==> src/rtl/boot_mem_ctrl_pkg.sv <==
// Shared definitions for the boot memory controller.
// Holds the host command encodings, the controller state and region
// encodings, default memory-map constants and the window-hit helper used by
// the address decoder.
package boot_mem_ctrl_pkg;

    localparam logic [31:0] IMEM_BASE_DEF   = 32'h0000_0000;
    localparam logic [31:0] DMEM_BASE_DEF   = 32'h0001_0000;
    localparam int          AW_DEF          = 12;
    localparam logic [31:0] TOHOST_ADDR_DEF = 32'h0002_0000;
    localparam logic [31:0] BAD_DATA_DEF    = 32'hDEAD_BEEF;

    localparam logic [1:0] OP_WRITE = 2'd0;
    localparam logic [1:0] OP_READ  = 2'd1;
    localparam logic [1:0] OP_RUN   = 2'd2;
    localparam logic [1:0] OP_HALT  = 2'd3;

    typedef enum logic [1:0] {
        ST_HALTED  = 2'd0,
        ST_RD_WAIT = 2'd1,
        ST_RSP     = 2'd2,
        ST_RUNNING = 2'd3
    } state_t;

    typedef enum logic [1:0] {
        REG_NONE = 2'd0,
        REG_IMEM = 2'd1,
        REG_DMEM = 2'd2
    } region_t;

    // Unsigned offset compare: addresses below base wrap to huge offsets and
    // therefore miss, so a single compare covers both window edges.
    function automatic logic in_window(input logic [31:0] addr,
                                       input logic [31:0] base,
                                       input int unsigned aw);
        logic [31:0] offset;
        offset = addr - base;
        return offset < (32'd4 << aw);
    endfunction

endpackage

==> src/rtl/boot_addr_decode.sv <==
// Byte address -> RAM region and word index.
// Ports:
//   addr     in   32  byte address (bits [1:0] ignored)
//   region   out      REG_IMEM / REG_DMEM / REG_NONE
//   word_idx out  AW  word index addr[AW+1:2]
// The instruction window is tested first should the two windows ever overlap.
module boot_addr_decode
    import boot_mem_ctrl_pkg::*;
#(
    parameter logic [31:0] IMEM_BASE = IMEM_BASE_DEF,
    parameter logic [31:0] DMEM_BASE = DMEM_BASE_DEF,
    parameter int          AW        = AW_DEF
) (
    input  logic [31:0]   addr,
    output region_t       region,
    output logic [AW-1:0] word_idx
);

    always_comb begin
        region = REG_NONE;
        if (in_window(addr, IMEM_BASE, AW)) begin
            region = REG_IMEM;
        end else if (in_window(addr, DMEM_BASE, AW)) begin
            region = REG_DMEM;
        end
    end

    assign word_idx = addr[AW+1:2];

endmodule

==> src/rtl/boot_mem_ctrl.sv <==
// Boot memory controller: owns the instruction and data RAM ports and
// sequences between a halted core (host loads/inspects memory over a
// valid/ready command stream) and a running core (combinational passthrough).
// Ports:
//   clk, reset                  clock, synchronous active-high reset
//   cmd_*                       host command stream (WRITE/READ/RUN/HALT)
//   rsp_*                       host read response stream
//   cpu_reset                   holds the core in reset whenever not RUNNING
//   cpu_pc, cpu_instr           core fetch port
//   cpu_mem_*                   core data port
//   imem_*, dmem_*              single-port synchronous RAMs, 1-cycle read
//   running, done, exit_code    status; done/exit_code set by a tohost store
//
// state      | meaning
// -----------+-----------------------------------------------------------
// ST_HALTED  | core in reset, host owns both RAMs, any command accepted
// ST_RD_WAIT | host read issued, RAM data arrives this cycle
// ST_RSP     | read data presented, waiting for rsp_ready
// ST_RUNNING | core owns the RAMs, only HALT accepted from the host
module boot_mem_ctrl
    import boot_mem_ctrl_pkg::*;
#(
    parameter logic [31:0] IMEM_BASE   = IMEM_BASE_DEF,
    parameter logic [31:0] DMEM_BASE   = DMEM_BASE_DEF,
    parameter int          AW          = AW_DEF,
    parameter logic [31:0] TOHOST_ADDR = TOHOST_ADDR_DEF,
    parameter logic [31:0] BAD_DATA    = BAD_DATA_DEF
) (
    input  logic          clk,
    input  logic          reset,
    input  logic          cmd_valid,
    output logic          cmd_ready,
    input  logic [1:0]    cmd_op,
    input  logic [31:0]   cmd_addr,
    input  logic [31:0]   cmd_wdata,
    output logic          rsp_valid,
    input  logic          rsp_ready,
    output logic [31:0]   rsp_rdata,
    output logic          cpu_reset,
    input  logic [31:0]   cpu_pc,
    output logic [31:0]   cpu_instr,
    input  logic [31:0]   cpu_mem_addr,
    input  logic [31:0]   cpu_mem_wdata,
    input  logic [3:0]    cpu_mem_write,
    output logic [31:0]   cpu_mem_rdata,
    output logic [AW-1:0] imem_addr,
    output logic [31:0]   imem_wdata,
    output logic          imem_we,
    input  logic [31:0]   imem_rdata,
    output logic [AW-1:0] dmem_addr,
    output logic [31:0]   dmem_wdata,
    output logic [3:0]    dmem_wstrb,
    input  logic [31:0]   dmem_rdata,
    output logic          running,
    output logic          done,
    output logic [31:0]   exit_code
);

    state_t        state;
    state_t        state_nxt;
    region_t       host_region;
    region_t       core_region;
    region_t       rd_region;
    logic [AW-1:0] host_idx;
    logic [AW-1:0] core_idx;
    logic          cmd_fire;
    logic          tohost_store;
    logic          pc_unused;

    // The fetch path needs only the word index; the rest of the PC is ignored.
    assign pc_unused = ^{cpu_pc[31:AW+2], cpu_pc[1:0]};

    boot_addr_decode #(
        .IMEM_BASE (IMEM_BASE),
        .DMEM_BASE (DMEM_BASE),
        .AW        (AW)
    ) u_host_dec (
        .addr     (cmd_addr),
        .region   (host_region),
        .word_idx (host_idx)
    );

    boot_addr_decode #(
        .IMEM_BASE (IMEM_BASE),
        .DMEM_BASE (DMEM_BASE),
        .AW        (AW)
    ) u_core_dec (
        .addr     (cpu_mem_addr),
        .region   (core_region),
        .word_idx (core_idx)
    );

    assign cmd_fire     = cmd_valid & cmd_ready;
    assign tohost_store = (state == ST_RUNNING) && (cpu_mem_write != 4'h0) &&
                          (cpu_mem_addr == TOHOST_ADDR);

    always_ff @(posedge clk) begin
        if (reset) begin
            state <= ST_HALTED;
        end else begin
            state <= state_nxt;
        end
    end

    always_comb begin
        state_nxt = state;
        case (state)
            ST_HALTED: begin
                if (cmd_fire && cmd_op == OP_READ) begin
                    state_nxt = ST_RD_WAIT;
                end else if (cmd_fire && cmd_op == OP_RUN) begin
                    state_nxt = ST_RUNNING;
                end
            end
            ST_RD_WAIT: state_nxt = ST_RSP;
            ST_RSP: begin
                if (rsp_valid && rsp_ready) begin
                    state_nxt = ST_HALTED;
                end
            end
            ST_RUNNING: begin
                // In RUNNING only HALT can fire.
                if (tohost_store || cmd_fire) begin
                    state_nxt = ST_HALTED;
                end
            end
            default: state_nxt = ST_HALTED;
        endcase
    end

    always_comb begin
        cmd_ready  = 1'b0;
        cpu_reset  = (state != ST_RUNNING);
        running    = (state == ST_RUNNING);
        imem_addr  = host_idx;
        imem_wdata = cmd_wdata;
        imem_we    = 1'b0;
        dmem_addr  = host_idx;
        dmem_wdata = cmd_wdata;
        dmem_wstrb = 4'h0;
        case (state)
            ST_HALTED: begin
                cmd_ready = 1'b1;
                if (cmd_valid && cmd_op == OP_WRITE) begin
                    imem_we    = (host_region == REG_IMEM);
                    dmem_wstrb = (host_region == REG_DMEM) ? 4'hF : 4'h0;
                end
            end
            ST_RUNNING: begin
                cmd_ready  = cmd_valid && (cmd_op == OP_HALT);
                imem_addr  = cpu_pc[AW+1:2];
                dmem_addr  = core_idx;
                dmem_wdata = cpu_mem_wdata;
                // TOHOST lies outside the data window, so it is never forwarded.
                dmem_wstrb = (core_region == REG_DMEM) ? cpu_mem_write : 4'h0;
            end
            default: ;
        endcase
    end

    assign cpu_instr     = imem_rdata;
    assign cpu_mem_rdata = dmem_rdata;

    always_ff @(posedge clk) begin
        if (reset) begin
            rd_region <= REG_NONE;
            rsp_valid <= 1'b0;
            rsp_rdata <= 32'h0;
            done      <= 1'b0;
            exit_code <= 32'h0;
        end else begin
            if (state == ST_HALTED && cmd_fire && cmd_op == OP_READ) begin
                rd_region <= host_region;
            end
            if (state == ST_RD_WAIT) begin
                rsp_valid <= 1'b1;
                case (rd_region)
                    REG_IMEM: rsp_rdata <= imem_rdata;
                    REG_DMEM: rsp_rdata <= dmem_rdata;
                    default:  rsp_rdata <= BAD_DATA;
                endcase
            end else if (state == ST_RSP && rsp_ready) begin
                rsp_valid <= 1'b0;
            end
            if (state == ST_HALTED && cmd_fire && cmd_op == OP_RUN) begin
                done <= 1'b0;
            end
            if (tohost_store) begin
                done      <= 1'b1;
                exit_code <= cpu_mem_wdata;
            end
        end
    end

endmodule

==> config.mk <==
export PLATFORM = sky130hd
export DESIGN_NAME = boot_mem_ctrl
export DESIGN_NICKNAME = d
export VERILOG_FILES = /design/src/rtl/boot_mem_ctrl_pkg.sv /design/src/rtl/boot_addr_decode.sv /design/src/rtl/boot_mem_ctrl.sv
export SDC_FILE = /design/constraint.sdc
export NUM_CORES = 1
export LEC_CHECK = 0
export CAP_MARGIN = 20
export CORE_AREA = 8 8 172 174
export DETAILED_ROUTE_END_ITERATION = 10
export DIE_AREA = 0 0 180 182
export SLEW_MARGIN = 20
export SYNTH_ARGS = -nofsm -noshare
export SYNTH_HDL_FRONTEND = slang
export SYNTH_HIERARCHICAL = 1
export SYNTH_SLANG_ARGS = --single-unit
==> constraint.sdc <==
create_clock -name clk -period 2 [get_ports clk]
set_clock_uncertainty 0.05 [all_clocks]
set_input_delay 0.3 -clock clk [delete_from_list [all_inputs] [get_ports clk]]
set_output_delay 0.3 -clock clk [all_outputs]
set_load 0.05 [all_outputs]
After elaboration in Yosys (flattened, before gate mapping):

Index checks and enable logic that the tools add are counted.

* $add $sub $neg: 2
* $mul: 0
* divide/modulo/power cells: 0
* $lt $le $gt $ge: 4
* equal/unequal tests: 16
* shift operators: 0
* muxes and demuxes: 24
* bitwise logic cells: 1
* reductions and logical operators: 18

Operators with widths (number)
* $lt 32x15->1 const B: 4
* $pmux 32 s2: 1
* $sub 32x17->32 const B: 2
* $eq 32x18->1 const B: 1
* $mux 32: 1
* $mux 12: 2
* $mux 2: 8
* $eq 2x2->1 const B: 7
* $mux 4: 3
* $logic_and 1x1->1: 11
* $eq 2x1->1 const B: 4
* $pmux 2 s4: 1
* $pmux 4 s2: 1
* $mux 1: 6
* $logic_not 2->1: 2
* $ne 2x2->1 const B: 2
* $reduce_bool 2->1: 2
* $reduce_bool 4->1: 1
* $ne 3x3->1 const B: 1
* $reduce_and 3->1: 1
* $ne 2x1->1 const B: 1
* $pmux 1 s2: 1
* $and 1x1->1: 1
* $logic_or 1x1->1: 1

* bits in registers: 70
* bits in latches: 0
* bits in writable memories: 0
* memory bits (read-only): 0
* word-level logic and storage cells: 71
* memories: 0

Logic depth before layout (Yosys ltp):

Gate-level depths: netlist of run 1.

* depth after elaboration: 8
* depth in mapped cells: 9

Modules after synthesis:

The synthesis of run 1 kept the hierarchy.

By module, submodules not included
* boot_mem_ctrl: times used 1, cells an instance 527, area an instance 4386.7 µm², sequential area each 1401.3 µm²
* boot_addr_decode: times used 2, cells an instance 21, area an instance 151.4 µm², sequential area each 0.0 µm²

Worst setup path after synthesis of run 1:

No wires, ideal clock.

* path kind: input -> output
* from: in cmd_addr[28]
* to: out imem_we
* data arrival time: 3025 ps
* required time: 1650 ps
* path slack: -1375 ps
* stages: 4
* path through: or4_1 > or4_1 > nor3_2 > nor4b_1

* elaborated cells between the ends (all ways): 8
* classes of those cells: add/sub: 1; order compare: 2; eq/ne: 1; mux: 4

RTL lines
* start, declared: RTL line boot_mem_ctrl.sv:34 `input logic [31:0] cmd_addr,`
* $lt 32x15->1: RTL line boot_mem_ctrl_pkg.sv:38 `return offset < (32'd4 << aw);`
* $mux 2: RTL line boot_addr_decode.sv:21 `if (in_window(addr, IMEM_BASE, AW)) begin`
* net host_region[0]: RTL line boot_mem_ctrl.sv:61 `region_t host_region;`
* $eq 2x1->1: RTL line boot_mem_ctrl.sv:145 `imem_we = (host_region == REG_IMEM);`
* $mux 1: RTL line boot_mem_ctrl.sv:144 `if (cmd_valid && cmd_op == OP_WRITE) begin`
* $mux 1: RTL line boot_mem_ctrl.sv:141 `case (state)`
* end, declared: RTL line boot_mem_ctrl.sv:48 `output logic imem_we,`

The timed path passes the listed nets, and every way through them passes these cells.

Worst setup path after layout of run 1:

* from: in cmd_addr[23]
* to: out dmem_wstrb[2]

* cells in the longest elaborated chain, start to end: 8
* elaborated cells between the ends (all ways): 9
* classes of those cells: add/sub: 1; order compare: 2; eq/ne: 1; mux: 5

RTL lines
* $sub 32x17->32: RTL line boot_mem_ctrl_pkg.sv:37 `offset = addr - base;`
* $lt 32x15->1: RTL line boot_mem_ctrl_pkg.sv:38
* $mux 2: RTL line boot_addr_decode.sv:23 `end else if (in_window(addr, DMEM_BASE, AW)) begin`
* $mux 2 *: RTL line boot_addr_decode.sv:21
* net host_region[1]: RTL line boot_mem_ctrl.sv:61
* $eq 2x2->1 *: RTL line boot_mem_ctrl.sv:146 `dmem_wstrb = (host_region == REG_DMEM) ? 4'hF : 4'h0;`
* $mux 4 *: RTL line boot_mem_ctrl.sv:146
* $mux 4 *: RTL line boot_mem_ctrl.sv:144
* $pmux 4 s2 *: RTL line boot_mem_ctrl.sv:141
* end, declared: RTL line boot_mem_ctrl.sv:52 `output logic [3:0] dmem_wstrb,`

Mark *: on every way through the listed nets, which the timed path passes. The rest lies on a longest branch.

==> summary.md, run 1 <==
| Metric | Value |
|---|---|
| Launching point of the worst reg2reg path | state[1] |
| Arrival time at the worst endpoint | about 2.1 ns |
| Netlist area before placement | about 4700 sq um |
| Area post-placement | 9870 sq um |
| Register-to-register path setup slack | -0.30 ns |
| Via density | 4.27 |
| Routed wirelength normalized by instance count | 21.2 um |
| Average size of a mapped cell | 8.24 sq um |
| Routed wire length | 27.1 mm |
| Critical path start-end classification | in2out |
| Buffer cell driving the clock tree root | clkbuf_16 |
| Total DRC errors in the routed layout | 0 |
| Most frequent cells in the layout | 231 x clkdlybuf4s50_1, 111 x buf_12, 72 x nor2_1 |
| Max Clk Rate | 407 MHz |
| Crit path max fanout | 4 |
| Total number of nets in the final design | 1174 |
| RR Endpoint | exit_code[16] |
| Layout cells sized above 1 | 0.413 |
| Final hold violation count | 0 |
| Power density over the cells | around 700 nW/um^2 |
| Filler cell count in the final layout | ~2400 |
| Synthesis-stage register bit count | 70 |
| Share of the synthesized netlist area taken by xor and xnor gates | 0.00187 |
| HP Class | in2reg |
| Final estimated routing congestion in global placement | 0.904 |
| Unrepaired setup endpoints after global routing | yes |
| Element type at the critical path end | primary output |
| Leakage | 4.98 nW |
| Largest stage delay on the critical path | approximately 0.6 ns |
| H-tree lvl count | 3 |
| Peak supply drop | 0.377 mV |
| Half-perimeter wire length of the detailed placement result | roughly 21 mm |
| Horizontal extent of the die | 180 um |
| Count of flip-flops with a built-in enable after synthesis | 0 |
| Shortest clock period the worst path allows after layout | 2.46 ns |
| Commonest register cell after synthesis | dfxtp_1 |
| Buffers from clock root to sink, at most | 2 |
| Final Max Slew Viols | 0 |
| Clock-pin slew reported for the worst setup and hold paths after clock tree synthesis | 0.06 ns |
| Share of synthesized area occupied by flip-flops and latches | 0.299 |
| DP Cell Count | 1236 |
| Number of warnings issued by yosys | 6 |
| Clock Sinks | 70 |
| Critical path capture point | dmem_wstrb[2] |
| Slowest cell on crit path | or4b_4 |
| Grt ovf | 0 |
| Starting density of the core | 0.176 |
| Basic-gate share of the synthesized area counting and, or, nand and nor cells | 0.182 |
| Ys async rst share | 0 |
| Worst Setup Slack, final | -0.457 ns |
| Inserted Diodes | 0 |
| Slew of the pin with the lowest slew margin | 0.627 ns |
| Vias in the first global route | 5915 |
| Failing checks | setup timing |
| Cell chain of the critical path | clkbuf_2, nor4_2, nand3_2, nor3_4, or4b_4, a21oi_4, buf_12 |
| Initial antenna violation count | 0 |
| Starting DRC count in detailed routing | 109 |
| Number of nets with antenna violations after detailed routing | 0 |
| Total Routing Usage GR | 0.150 |
| Required time of the critical path | between 1.5 and 2 ns |
| Compound-gate portion of the synthesized area | 0.126 |
| Sum of internal, switching and leakage power | roughly 8.3 mW |
| Full die area | 32800 sq um |
| Placeable Area | approximately 27000 sq um |
| Cell variety after synth | 38 |
| # setup viols final | 99 |
| Total iterations of the first detailed-routing run | 4 |
| Source of the critical timing path | cmd_addr[23] |
| Wire length of the first global-routing pass | 37.6 mm |
| Startpoint type of the worst setup path | input port |
| # Max-Cap Violations | 0 |
| Adder-cell share of the synthesized area | 0.0160 |
| Count of input and output buffers | 437 |
| Number of instances in the synthesized netlist | 569 |
| Area grow syn2layout | 150% |
| Worst reg2reg path depth | 11 |
| Synthesized net count | 809 |
| Count of standard-cell rows | 60 |
| Number of buffers inserted during clock tree synthesis | 9 |
| Max_slew headroom | 0.578 |
| Count of pins on the block boundary | between 400 and 500 |
| Most common library cell in the layout ignoring fill and taps | clkdlybuf4s50_1 |
| TritonCTS clock tree | done |
| Final Instance Count excl. Fillers | 1280 |
| DIE HEIGHT | 182 um |
| Result of the run | finished, violations left |
| Clk Latency, worst-skew pair | ~0.33 ns |
| Share of synthesized area spent on multiplexers | 0.149 |
| Combinational family with the most area after synthesis | buffers and inverters |
| Maximum number of pins on one net before global-route repair | 45 |
| Util after Layout | 0.440 |
| Vias | 5463 |
| Final critical-path share of the clock period | 1.23 |
| Post-route cell area | 11700 sq um |
Yosys cell counts, types with 2 or more instances:
cell type  number  share of area
a221oi_1       24          0.045
nor4_1         10          0.013
nand4_1         2         0.0027
nor3_2          2         0.0043
mux2_2         32          0.077
or4_1           6         0.0096
nand3b_1        2         0.0032
buf_4         120           0.19
nor2b_1         9          0.012
dfxtp_1        70           0.30
buf_1           2         0.0016
ha_1            6          0.016
or4b_1          2         0.0043
a21oi_1        16          0.017
nand2_1        69          0.055
inv_1           6         0.0048
nor3_1          2         0.0021
a211oi_1       23          0.037
mux2i_1        34          0.073
a22o_1          8          0.015
clkbuf_1       28          0.022
nor2_1         73          0.058
nand3_1         3         0.0032
o21ai_0         2         0.0021
buf_2           5         0.0053
sequential cells by signal (all words and copies together) (netlist names):
| signal | flops |
|---|---|
| rsp_valid | 1 |
| state | 2 |
| done | 1 |
| rd_region | 2 |
| exit_code | 32 |
| rsp_rdata | 32 |
layout make-up:
cell class,instances,area [sq um],share of cell area
multi-input combinational,338,3010,0.257
timing repair buffer,509,6510,0.555
clock buffer,11,233,0.0199
clock inverter,5,106,0.00907
tap,341,427,0.0364
inverter,6,28.8,0.00246
sequential,70,1410,0.120
power by group:
group	leakage, nW	switching, mW	total, mW	internal (mW)
registers	0.569	0.0995	1.68	1.58
logic	4.25	2.69	4.78	2.09
clock network	0.160	0.651	1.88	1.23
total	4.97	3.44	8.33	4.89
per-stage QoR:
step,hold WS (ns),TNS [ns],setup slack [ns]
detailed placement,0.426,-31.52,-1.07
global placement,0.422,-28.80,-1.01
finish,0.350,-24.03,-0.457
floorplan,0.394,-3.34,-0.399
global route,0.359,-31.04,-0.535
CTS,0.354,-8.92,-0.547
what timing repair did:
action	in CTS	in global routing
pin swaps	33	29
endpoints found under the setup margin	96	98
gates cloned	6	5
gates resized for setup	186	194
hold buffers	0	0
buffers inserted	12	8
critical path, delay by kind of cell:
| kind | cells | cell delay [ns] |
|---|---|---|
| buffers and inverters | 2 | 0.24 |
| AOI/OAI and AO/OA | 1 | 0.20 |
| and+or+nand+nor | 4 | 1.36 |
how the worst min path moves through the flow:
stage | start | endpoint | slack (ns) | cells after the start
floorplan | cpu_mem_wdata[0] | exit_code[0] | 0.39 | 2
global placement | rsp_rdata[27] | rsp_rdata[27] | 0.42 | 2
detailed placement | rsp_rdata[7] | rsp_rdata[7] | 0.43 | 2
CTS | reset | exit_code[5] | 0.35 | 2
global route | reset | exit_code[15] | 0.36 | 2
finish | reset | exit_code[16] | 0.35 | 2
cell families (layout without fill, tap and decap cells):
logic type	after synthesis	in the layout
flip-flops	70	70
XOR/XNOR	1	1
adder cells (fa/ha/maj)	6	6
buffers and inverters	161	531
AND/OR/NAND/NOR	187	187
multiplexers	66	66
AO/OA/AOI/OAI	78	78
metal layers:
metal,up-vias,routed length (um),GRT usage,part of all wire
li1,2600,-,-,-
met1,2575,10500,0.159,0.39
met2,266,14200,0.273,0.52
met3,22,2010,0.0559,0.074
met4,0,466,0.0450,0.017
met5,-,0,0,0
Note: power is estimated with default switching activity, not from simulation.
==> run 2, diff against run 1 <==
CAP_MARGIN = 25   (was 20)
==> results of run 2 <==
The final DEF is identical to that of run 1; final timing and power are the same.
==> run 3, diff against run 2 <==
CORE_AREA = 8 8 173 175   (was 8 8 172 174)
DIE_AREA = 0 0 181 183   (was 0 0 180 182)
SYNTH_HIERARCHICAL = unset   (was 1)
==> run 3 against run 2 <==
Against the previous run:
- the flow still finishes with violations (setup timing)
- fmax rose by 5.8%
- synthesized cell count fell by 4.9%
- worst setup slack improved by 0.14 ns
- final cell count fell by 1.7%
- critical path type unchanged
- via count fell by 3.8%
- power rose by 3.6%
- cell area fell by 7.2%
- global-route usage fell by 1.3 points
- clock-buffer cell count fell by 1
==> summary.md, run 3 <==
| Metric | Value |
|---|---|
| Shortest clock period the worst path allows after layout | 2.32 ns (-0.135 ns) |
| Netlist area before placement | 4510 sq um (-3.8%) |
| Count of input and output buffers | 437 (unchanged) |
| Initial antenna violation count | 1 (+1) |
| Worst Setup Slack, final | -0.322 ns (+0.135 ns) |
| Slowest cell on crit path | clkdlybuf4s50_1 |
| Buffer cell driving the clock tree root | clkbuf_16 |
| Largest stage delay on the critical path | 0.41 ns (-0.18 ns) |
| Util after Layout | 0.398 (-0.0417) |
| DP Cell Count | 1226 (-0.81%) |
| Register-to-register path setup slack | -0.11 ns (+0.19 ns) |
| Final Max Slew Viols | 0 (unchanged) |
| # setup viols final | 93 (-6.1%) |
| Grt ovf | 0 (unchanged) |
| # Max-Cap Violations | 0 (unchanged) |
| Clk Latency, worst-skew pair | 0.32 ns (about the same) |
| Number of warnings issued by yosys | 0 (-6) |
| Slew of the pin with the lowest slew margin | 0.695 ns (+0.0679 ns) |
| Starting DRC count in detailed routing | 140 (+28%) |
| Max_slew headroom | 0.536 (-0.0425) |
| Global Route met3 Usage | 0.0596 (+0.00367) |
| Placeable Area | 27300 sq um (+2.5%) |
| Count of buffer and inverter cells on the critical path | 3 (+1) |
| Number of buffers inserted during clock tree synthesis | 9 (unchanged) |
| Total number of nets in the final design | 1149 (-2.1%) |
| Cell chain of the critical path | clkdlybuf4s50_1, nor4_1, nand2_1, nor4bb_4, buf_4, a21o_4, buf_12 |
| Layout cells sized above 1 | 0.361 (-0.0525) |
| Post-synth top area share | 0.311 (+0.0119) |
| Ys async rst share | 0 (unchanged) |
| Buffers from clock root to sink, at most | 2 (unchanged) |
| Total DRC errors in the routed layout | 0 (unchanged) |
| Number of nets with antenna violations after detailed routing | 0 (unchanged) |
| Element type at the critical path end | primary output |
| Commonest register cell after synthesis | dfxtp_1 |
| Synth cell count leaders | 96 x buf_4, 70 x dfxtp_1, 69 x nor2_1 |
| Area grow syn2layout | 141% |
| Clock Sinks | 70 (unchanged) |
| Synthesized net count | 782 (-3.3%) |
| Final hold violation count | 0 (unchanged) |
| Vias | 5253 (-3.8%) |
| Required time of the critical path | 1.65 ns (about the same) |
| Maximum number of pins on one net before global-route repair | 56 (+24%) |
| TritonCTS clock tree | done |
| Startpoint type of the worst setup path | input port |
| Minimum setup slack after placement | -0.649 ns (+0.422 ns) |
| Starting density of the core | 0.165 (-0.0109) |
| DIE HEIGHT | 183 um (+0.55%) |
| Crit path max fanout | 4 (unchanged) |
| Met1 track utilization from global routing | 0.141 (-0.0176) |
| Clock-pin slew reported for the worst setup and hold paths after clock tree synthesis | 0.06 ns (about the same) |
| Vias in the first global route | 5803 (-1.9%) |
| Most frequent cells in the layout | 262 x clkdlybuf4s50_1, 111 x buf_12, 68 x nor2_1, 68 x dfxtp_1, 43 x buf_6 |
| Inserted Diodes | 0 (unchanged) |
| HP Class | in2reg |
| Half-perimeter wire length of the detailed placement result | 19.8 mm (-4.2%) |
| Wire length of the first global-routing pass | 35.2 mm (-6.4%) |
| Max Clk Rate | 431 MHz (+5.8%) |
| Met2 Track Usage GR | 0.247 (-0.0265) |
| Critical path start-end classification | in2out |
| Leakage | 4.31 nW (-13%) |
| Unrepaired setup endpoints after global routing | yes |
| Failing checks | setup timing |
| Count of pins on the block boundary | 460 (unchanged) |
| Dominant cells by area after synthesis | dfxtp_1 31%, buf_4 16%, mux2_2 8.0% |
| Cell variety after synth | 39 (+2.6%) |
| Total iterations of the first detailed-routing run | 4 (unchanged) |
| Average size of a mapped cell | 8.34 sq um (+1.1%) |
| H-tree lvl count | 3 (unchanged) |
| Via density | 4.18 (-2.2%) |
| Most crowded layer after global routing | met2 |
| Power density over the cells | 794 nW/um^2 (+12%) |
| Most common library cell in the layout ignoring fill and taps | clkdlybuf4s50_1 |
| Number of instances in the synthesized netlist | 541 (-4.9%) |
| Full die area | 33100 sq um (+1.1%) |
| Result of the run | finished, violations left |
| Leading registers by flop count | exit_code (32), rsp_rdata (32) |
| Synthesis-stage register bit count | 70 (unchanged) |
| Cell taking the most area after synthesis | dfxtp_1 |
| Total Routing Usage GR | 0.137 (-0.0132) |
| Count of flip-flops with a built-in enable after synthesis | 0 (unchanged) |
| Share of synthesized area occupied by flip-flops and latches | 0.311 (+0.0119) |
| Final critical-path share of the clock period | 1.16 (-0.0677) |
| Arrival time at the worst endpoint | 1.97 ns (-0.14 ns) |
| Count of standard-cell rows | 61 (+1.7%) |
| Horizontal extent of the die | 181 um (+0.56%) |
| Summed negative setup slack over all endpoints | -9.07 ns (+14.96 ns) |
| Routed wire length | 24.7 mm (-8.8%) |
| Routed wirelength normalized by instance count | 19.7 um (-7.2%) |
| Peak supply drop | 0.363 mV (-3.9%) |
| Gate family responsible for the most delay along the worst path | simple AND/OR/NAND/NOR gates |
| Final Instance Count excl. Fillers | 1258 (-1.7%) |
| Final estimated routing congestion in global placement | 0.909 (+0.61%) |
| Most instantiated library cell after synthesis | buf_4 |
[run 3: cell count changes after synthesis, sizes merged, moves of 3 or more]
cell	before	now
or4	6	3
nor2	73	69
a21o	0	4
or4b	3	0
buf	127	103
[run 3: cell type report]
class / count / area (sq um)
repair buffers: 487 / 6150
well taps: 346 / 433
flip-flops and latches: 70 / 1410
fillers: 2641 / 16400
inverters: 6 / 26.3
clock inverters: 5 / 106
multi-input cells: 334 / 2510
clock buffers: 10 / 239
[run 3: kinds of logic (layout without fill, tap and decap cells)]
family,count (synthesis),in the layout,share of synthesized area
buf+inv,137,508,0.201
compound gates,80,80,0.134
fa+ha+maj,7,7,0.0194
flops,70,70,0.311
mux,64,64,0.151
xor+xnor,1,1,0.00194
simple gates,182,182,0.182
[run 3: worst register-to-register path: stages (launching register included)]
cell and delay, ns:
dfxtp_4 0.36, ha_4 0.14, nor4b_4 0.24, nand3_1 0.17
nor4_4 0.30, buf_6 0.16, bufbuf_16 0.32, mux2i_1 0.20
nor2_1 0.05
[run 3: repair_timing]
| item | in CTS | in global routing |
|---|---|---|
| resized for setup | 38 | 106 |
| pin swaps | 11 | 8 |
| setup endpoints to repair | 96 | 96 |
| gates cloned | 3 | 5 |
| setup buffers | 5 | 4 |
| hold buffers | 0 | 0 |
[run 3: worst paths after layout]
kind,from,to,depth (start not counted)
hold / removal,reset,rd_region[1],2
hold reg to reg,rsp_rdata[7],rsp_rdata[7],2
setup reg to reg,state[0],exit_code[16],8
setup / recovery,cpu_mem_addr[29],dmem_wstrb[0],7
[run 3: power breakdown]
group | internal, mW | total (mW) | switching, mW
Clock | 1.25 | 1.89 | 0.636
Sequential | 1.58 | 1.68 | 0.104
Combinational | 2.22 | 5.07 | 2.85
Total | 5.05 | 8.63 | 3.59
[run 3: per-stage QoR]
step	total power, mW	hold slack (ns)	instance area, sq um
floorplan	4.38	0.397	4660
global placement	6.27	0.422	9760
detailed placement	6.28	0.427	9760
CTS	8.37	0.219	10300
global route	9.04	0.249	10900
finish	8.63	0.232	10900
[run 3: routing by layer]
layer	routed length, um	part of all wire
met5	13	0.00053
met4	625	0.025
met3	2180	0.088
met2	12500	0.51
met1	9420	0.38
